[config.mk]
export PLATFORM = sky130hd
export DESIGN_NAME = uart_rx_channel_arbiter_flat
export DESIGN_NICKNAME = d
export VERILOG_FILES = /design/src/rtl/uart_pkg.sv /design/src/rtl/uart_rx_channel_arbiter_if.sv /design/src/rtl/uart_rx_channel_arbiter_rr_pick.sv /design/src/rtl/uart_rx_channel_arbiter.sv /design/src/flat_wrapper.sv
export SDC_FILE = /design/constraint.sdc
export NUM_CORES = 1
export LEC_CHECK = 0
export ABC_AREA = 0
export BUFFER_PORTS_ARGS = -buffer_cell sky130_fd_sc_hd__buf_4
export CORE_MARGIN = 2
export CORE_UTILIZATION = 55
export DETAILED_ROUTE_END_ITERATION = 7
export PLACE_DENSITY = 0.8
export SLEW_MARGIN = 20
export SYNTH_ARGS = -nofsm -noshare
export SYNTH_HDL_FRONTEND = slang
export SYNTH_SLANG_ARGS = --single-unit
[constraint.sdc]
create_clock -name sys_clk -period 4.91 [get_ports sys_clk]
set_clock_uncertainty 0.05 [all_clocks]
set_input_delay 1.2275 -clock sys_clk [delete_from_list [all_inputs] [get_ports sys_clk]]
set_output_delay 1.2275 -clock sys_clk [all_outputs]
set_load 0.02 [all_outputs]
[src/rtl/uart_pkg.sv]
// Shared UART definitions: byte width and the
// arbiter state encoding used on the RX side.
package uart_pkg;

  localparam int UART_DATA_W = 8;

  typedef enum logic {
    ARB_IDLE = 1'b0,
    ARB_SEND = 1'b1
  } arb_state_t;

endpackage

[src/rtl/uart_rx_channel_arbiter_if.sv]
// Valid/ready byte stream tagged with its
// source channel index.
interface uart_rx_channel_arbiter_if #(
  parameter int DATA_W = 8,
  parameter int CH_W   = 2
);

  logic              out_valid;
  logic              out_ready;
  logic [DATA_W-1:0] out_data;
  logic [CH_W-1:0]   out_ch;

  modport master (
    output out_valid,
    output out_data,
    output out_ch,
    input  out_ready
  );

  modport slave (
    input  out_valid,
    input  out_data,
    input  out_ch,
    output out_ready
  );

endinterface

[src/rtl/uart_rx_channel_arbiter_rr_pick.sv]
// Combinational round-robin picker: first set
// request at or after ptr+1, wrapping.
module rr_pick #(
  parameter  int NUM_CH = 4,
  localparam int CH_W   = $clog2(NUM_CH)
) (
  input  logic [NUM_CH-1:0] req,
  input  logic [CH_W-1:0]   ptr,
  output logic [CH_W-1:0]   gnt_idx,
  output logic              any_req
);

  logic found;
  int   idx;

  // Scan NUM_CH slots starting after ptr; first hit wins.
  always_comb begin
    gnt_idx = '0;
    any_req = |req;
    found   = 1'b0;
    idx     = 0;
    for (int i = 0; i < NUM_CH; i++) begin
      idx = (int'(ptr) + 1 + i) % NUM_CH;
      if (!found && req[CH_W'(idx)]) begin
        found   = 1'b1;
        gnt_idx = CH_W'(idx);
      end
    end
  end

endmodule

[src/rtl/uart_rx_channel_arbiter.sv]
// Per-channel UART RX holding registers merged onto one
// valid/ready stream by a round-robin scheduler.
module uart_rx_channel_arbiter
  import uart_pkg::*;
#(
  parameter  int NUM_CH = 4,
  parameter  int DATA_W = UART_DATA_W,
  localparam int CH_W   = $clog2(NUM_CH)
) (
  input  logic                     sys_clk,
  input  logic                     reset,
  input  logic [NUM_CH-1:0]        rx_ready_in,
  input  logic [NUM_CH*DATA_W-1:0] rx_data_in,
  uart_rx_channel_arbiter_if.master out_if,
  output logic [NUM_CH-1:0]        overrun,
  input  logic                     overrun_clr
);

  arb_state_t state;
  arb_state_t state_nxt;

  logic [NUM_CH-1:0] pending;
  logic [NUM_CH-1:0] pending_nxt;
  logic [NUM_CH-1:0] overrun_nxt;
  logic [NUM_CH-1:0] grant;
  logic [NUM_CH-1:0] take;
  logic [NUM_CH-1:0] drop;
  logic [DATA_W-1:0] hold [NUM_CH];

  logic [CH_W-1:0]   rr_ptr;
  logic [CH_W-1:0]   pick;
  logic              any_req;
  logic              load;

  logic [DATA_W-1:0] data_q;
  logic [CH_W-1:0]   ch_q;

  rr_pick #(
    .NUM_CH (NUM_CH)
  ) u_pick (
    .req     (pending),
    .ptr     (rr_ptr),
    .gnt_idx (pick),
    .any_req (any_req)
  );

  // Next state and load decision; a load happens only
  // when something is pending, so pick is always valid.
  always_comb begin
    state_nxt = state;
    load      = 1'b0;
    unique case (state)
      ARB_IDLE: begin
        if (any_req) begin
          load      = 1'b1;
          state_nxt = ARB_SEND;
        end
      end
      ARB_SEND: begin
        if (out_if.out_ready) begin
          if (any_req) begin
            load = 1'b1;
          end else begin
            state_nxt = ARB_IDLE;
          end
        end
      end
    endcase
  end

  // Capture vs drop per channel; a slot being granted
  // this cycle frees up for the incoming byte.
  always_comb begin
    grant = '0;
    if (load) begin
      grant[pick] = 1'b1;
    end
    take        = rx_ready_in & (~pending | grant);
    drop        = rx_ready_in & pending & ~grant;
    pending_nxt = (pending & ~grant) | rx_ready_in;
    overrun_nxt = drop | (overrun & ~{NUM_CH{overrun_clr}});
  end

  // Control state, pointer and output registers.
  always_ff @(posedge sys_clk or posedge reset) begin
    if (reset) begin
      state   <= ARB_IDLE;
      pending <= '0;
      overrun <= '0;
      rr_ptr  <= CH_W'(NUM_CH - 1);
      data_q  <= '0;
      ch_q    <= '0;
    end else begin
      state   <= state_nxt;
      pending <= pending_nxt;
      overrun <= overrun_nxt;
      if (load) begin
        rr_ptr <= pick;
        data_q <= hold[pick];
        ch_q   <= pick;
      end
    end
  end

  // Per-channel holding registers.
  always_ff @(posedge sys_clk or posedge reset) begin
    if (reset) begin
      for (int k = 0; k < NUM_CH; k++) begin
        hold[k] <= '0;
      end
    end else begin
      for (int k = 0; k < NUM_CH; k++) begin
        if (take[k]) begin
          hold[k] <= rx_data_in[k*DATA_W +: DATA_W];
        end
      end
    end
  end

  assign out_if.out_valid = (state == ARB_SEND);
  assign out_if.out_data  = data_q;
  assign out_if.out_ch    = ch_q;

endmodule
[src/flat_wrapper.sv]
// flat-port wrapper written by rule: the top's interface ports become plain ports
module uart_rx_channel_arbiter_flat import uart_pkg::*;
#(
  parameter  int NUM_CH = 4,
  parameter  int DATA_W = UART_DATA_W,
  localparam int CH_W   = $clog2(NUM_CH)
)
  (sys_clk, reset, rx_ready_in, rx_data_in, overrun, overrun_clr, out_if_out_valid, out_if_out_data, out_if_out_ch, out_if_out_ready);
  uart_rx_channel_arbiter_if #(.DATA_W(DATA_W)) out_if_i ();
  input  logic sys_clk;
  input  logic reset;
  input  logic [NUM_CH-1:0] rx_ready_in;
  input  logic [NUM_CH*DATA_W-1:0] rx_data_in;
  output logic [NUM_CH-1:0] overrun;
  input  logic overrun_clr;
  output wire logic [$bits(out_if_i.out_valid)-1:0] out_if_out_valid;
  output wire logic [$bits(out_if_i.out_data)-1:0] out_if_out_data;
  output wire logic [$bits(out_if_i.out_ch)-1:0] out_if_out_ch;
  input wire logic [$bits(out_if_i.out_ready)-1:0] out_if_out_ready;
  assign out_if_out_valid = out_if_i.out_valid;
  assign out_if_out_data = out_if_i.out_data;
  assign out_if_out_ch = out_if_i.out_ch;
  assign out_if_i.out_ready = out_if_out_ready;
  uart_rx_channel_arbiter #(.NUM_CH(NUM_CH), .DATA_W(DATA_W)) u_core (.sys_clk(sys_clk), .reset(reset), .rx_ready_in(rx_ready_in), .rx_data_in(rx_data_in), .out_if(out_if_i), .overrun(overrun), .overrun_clr(overrun_clr));
endmodule
* Word level (Yosys, flattened, before mapping)
Index checks and enable logic that the tools add are counted.
** Storage, ports and cells
- Register bits :: 53
- Input bits :: 40
- Output and inout port bits :: 15
- Word-level logic and storage cells :: 72
** Operators by class
- Add/subtract/negate cells :: 4
- Magnitude comparators :: 7
- Mux-type cells :: 30
- Bitwise operators :: 13
- Reductions and logical operators :: 8
** Operators with widths (count)
- AND 4 bit :: 5
- binary-select mux 8 bit (select 2 bit) :: 1
- < comparator 2 x 4 -> 1 bit, second input constant :: 4
- 2-to-1 mux 8 bit :: 2
- 2-to-1 mux 1 bit :: 15
- NOT 4 bit :: 3
- bitwise OR 4 bit :: 3
- binary-select mux 1 bit (select 2 bit) :: 4
- 2-to-1 mux 2 bit :: 4
- adder 2 bit, second input constant :: 3
- logical AND 1 bit :: 4
- 2-to-1 mux 4 bit :: 1
- case mux 1 bit (2 select lines) :: 2
- OR reduction 4 bit :: 1
- greater-or-equal comparator 3 bit, second input constant :: 1
- zero test 1 bit :: 3
- < comparator 2 x 3 -> 1 bit, second input constant :: 1
- NOT 2 -> 3 bit :: 1
- adder 2 x 1 -> 2 bit, second input constant :: 1
- demux 1 bit (select 2 bit) :: 1
- greater-or-equal comparator 2 x 1 -> 1 bit, second input constant :: 1
- NOT 1 bit :: 1

* Longest topological paths before layout
- Depth after elaboration :: 22
- Mapped depth :: 8
- Depth with buffers taken out :: 5

* Hierarchy
Synthesis repeated with hierarchy kept, for this count alone.
** Second synthesis, totals
- Cells, all modules :: 158
- Area, all modules :: 2412.3 um^2
** By module, submodules not included
- uart_rx_channel_arbiter :: instances 1, cells each 144, area each 2326.0 um^2, seq. area each 1328.8 um^2
- rr_pick :: instances 1, cells each 14, area each 86.3 um^2, seq. area each 0.0 um^2

* Worst setup path before layout
OpenSTA, ideal clock, no wires.
- Path kind :: input to register
- Start point :: input port out_if_out_ready
- End point :: register u_core.hold[0] (netlist name)
- Setup time :: 125 ps
- Arrival time :: 2370 ps
- Data required time :: 4735 ps
- Slack :: 2365 ps
- Stages :: 5
- Path buffers :: 0
- Cell sequence :: inv_1 a21oi_2 o311ai_4 a21boi_4 mux2_4
** On the way
- Word-level cells in the longest chain between the ends :: 5
** Ends and longest elaborated chain
- start: declaration :: RTL line flat_wrapper.sv:19 : input wire logic [$bits(out_if_i.out_ready)-1:0] out_if_out_ready;
- 2-to-1 mux 1 bit :: RTL line uart_rx_channel_arbiter.sv:60 : if (out_if.out_ready) begin
- case mux 1 bit (2 select lines) :: RTL line uart_rx_channel_arbiter.sv:52 : unique case (state)
- 2-to-1 mux 4 bit :: RTL line uart_rx_channel_arbiter.sv:75 : if (load) begin
- bitwise OR 4 bit :: RTL line uart_rx_channel_arbiter.sv:78 : take = rx_ready_in & (~pending | grant);
- AND 4 bit :: RTL line uart_rx_channel_arbiter.sv:78
- end signal: indexed assignment :: RTL line uart_rx_channel_arbiter.sv:114 : hold[k] <= rx_data_in[k*DATA_W +: DATA_W];
- end: declaration :: RTL line uart_rx_channel_arbiter.sv:28 : logic [DATA_W-1:0] hold [NUM_CH];
No other way between the ends.
A chain may end at the register's enable or synchronous reset.

* Worst setup path after layout
- Start point :: input port out_if_out_ready
- End point :: register u_core.hold[15] (netlist name)
The elaborated chain is that of the path after synthesis.

==> reports/metrics.yaml <==
routed_wl_um: 5490
clock.fmax_mhz: 333
io_pins: 55
required_ns: 5.02
dr.first_iter.drc_count: 172
worstMarginPinSlew_ns: 0.881
ys_warn_count: 0
cp_slowest_cell: "nor3_2"
finalSetupViolations: 0
p_sw_mw: 0.865
critPathBufInv: 2
cts_tree: "yes"
rsz0062_at_grt: "false"
grt_pass1_vias: 1878
worstPathArrival_ns: 3.11
core_um2: 4690
path_max_fanout: 15
fp.dieW_um: 73.4
peakVddDrop_v: 0.000329
hold_slack_ns: 0.447
ant_nets: 0
portBuffers: 54
finalNetCount: 315
fin_cells: 330
postCtsHoldBufs: 0
endpoint_kind: "register"
crit_type: "in2reg"
async_flop_share_pct: 100
p_seq_share_pct: 37.8
min_period_over_period_pct: 61.1
crit_path_max_incr_delay_ns: 0.58
final_area_um2: 3120
slew_headroom_pct: 41.2
clk_pin_slew_ns: 0.09
diodes: 0
sw_frac_of_total_pct: 40.1
drv_slew: 0
place_inst: 322
power_leakage_nw: 1.43
ys_seq_area_share_pct: 50.1
drv_cap: 0
tns_ns: 0
dr.pass1.iters: 4
grt_max_degree: 54
multiInputGateArea_um2: 1210
die_area_um2: 5390
synth_area_um2: 2650
synth_ff_type: "dfrtp_1"
internal_power_mw: 1.29
h-tree-depth: 2
overflow: 0
hp-class: "reg2reg"
antenna_found_initial: 0
clk_path_buf_depth: 2
dpl.hpwl_um: 3970
syn2layout_area_growth_pct: 17.8
remaining_drc_errors: 0
clock_sinks: 53
fillers: 371
cp_top_family: "simple AND/OR/NAND/NOR gates"
syn_inst: 228
row_count: 25
hold_violations: 0
wire_per_inst_um: 16.6
gp_congestion: 0.854
p_per_area_nw_per_um2: 691
place_area_um2: 3040
crit_chain: "buf_4, inv_1, a21oi_2, nand2_1, nor3_2, o22ai_1"
synth_nets: 268
p_clk_share_pct: 10.8
synth.distinct_cells: 45
cts_buffers: 5
startpoint_type: "input pin"
pwr-share-comb_pct: 51.3
root_buffer: "clkbuf_8"
post-cts-setup-buffers: 0
synth_edf_count: 0
start_util_pct: 56.5
clk_latency_ns: 0.30
syn_area_per_cell_um2: 11.6
vias: 1942
grt_pass1_wl_um: 9250
finalCriticalPeriod_ns: 3.00
die_h_um: 73.4
regArea_um2: 1330
via_per_inst: 5.88
drive_gt1_share_pct: 35.1
post_cts_resize_count: 0
status: "complete, no violations"
grt_use_total_pct: 23.0
ys_ff_latch: 53
[layout by cell type (no fill, tap or decap), types with 5 or more instances in the layout]
cell,Yosys,final
buf_4,1,54
dfrtp_1,51,51
nand2_1,38,38
mux2_4,16,16
o22ai_1,16,16
o21ai_0,9,9
mux2_1,8,8
nor4_1,8,8
a31oi_1,8,8
o221a_1,8,8
inv_1,7,6
clkbuf_8,0,5
[cell type report]
class	instances	share of cell area, %
sequential	53	42.5
multi-input combinational	154	38.8
timing repair buffer	54	13.0
clock buffer	6	2.32
tap	54	2.16
inverter	7	0.881
clock inverter	2	0.321
[flip-flops by register name, summed over array words and instances (netlist names)]
register and cells:
u_core.hold 32, u_core.out_if.out_ch 2, u_core.out_if.out_data 8, u_core.out_if.out_valid 1, u_core.overrun 4, u_core.pending 4, u_core.rr_ptr 2
[worst paths after layout]
path | startpoint | end | slack, ns | cells after the start
min in group asynchronous | reset | u_core.hold[7] | 1.03 | 2
worst min-delay path | u_core.out_if.out_ch[1] | u_core.out_if.out_ch[1] | 0.45 | 2
max in group asynchronous | reset | u_core.hold[31] | 3.26 | 2
worst min register to register | u_core.out_if.out_ch[1] | u_core.out_if.out_ch[1] | 0.45 | 2
worst max register to register | u_core.pending[3] | u_core.hold[15] | 2.27 | 5
worst max-delay path | out_if_out_ready | u_core.hold[15] | 1.91 | 6
[tightest hold or removal path, delay by kind of cell, from the launching register on]
family           cells  cell delay (ns)
AND/OR/NAND/NOR      2             0.10
flip-flops           1             0.36
[synth_stat cells (all sizes together), types with 2 or more instances]
library cell   n  area, um2
a21boi         2       30.0
dfrtp         51       1280
nor2           5       21.3
a21o           3       22.5
nand2         38        143
nor4           9       62.6
buf            9       63.8
a21oi          4       27.5
mux2          24        330
dfstp          2       52.6
inv            7       26.3
or2            3       18.8
a31oi          8       50.1
o221a          8       90.1
o22ai         16        100
clkbuf         5       20.0
o21a           3       22.5
a22o           2       17.5
nand2b         5       41.3
nor3           2       26.3
o21ai         12       78.8
[cells by family (layout without fill, tap and decap cells)]
family	Yosys count	count (layout)	share of synthesized area [%]
AND/OR/NAND/NOR	67	67	13.2
AO/OA/AOI/OAI	63	63	20.1
flip-flops	53	53	50.1
multiplexers	24	24	12.5
buffers and inverters	21	69	4.15
[through the flow]
stage          util (%)  setup WS, ns  total power [mW]
2_1_floorplan         -          2.35              1.66
3_3_place_gp       64.8          1.74              1.89
3_5_place_dp       64.8          1.60              1.93
4_1_cts            66.5          1.92              2.17
5_1_grt            66.6          1.64              2.31
6_report           66.6          1.91              2.16
[power groups by stage]
stage               combinational, mW  sequential (mW)  clock, mW
finish                           1.11            0.816      0.233
global placement                 1.08            0.814          0
floorplan                       0.831            0.828          0
detailed placement               1.11            0.817          0
CTS                              1.11            0.814      0.242
global route                     1.21            0.843      0.262
[metal layers]
metal / vias up / wire, um / track usage, %
met5: - / 0 / 0
met3: 9 / 285 / 4.12
li1: 930 / - / -
met1: 934 / 2600 / 33.9
met2: 69 / 2510 / 34.2
met4: 0 / 101 / 7.88
(Power assumes the default switching activity.)
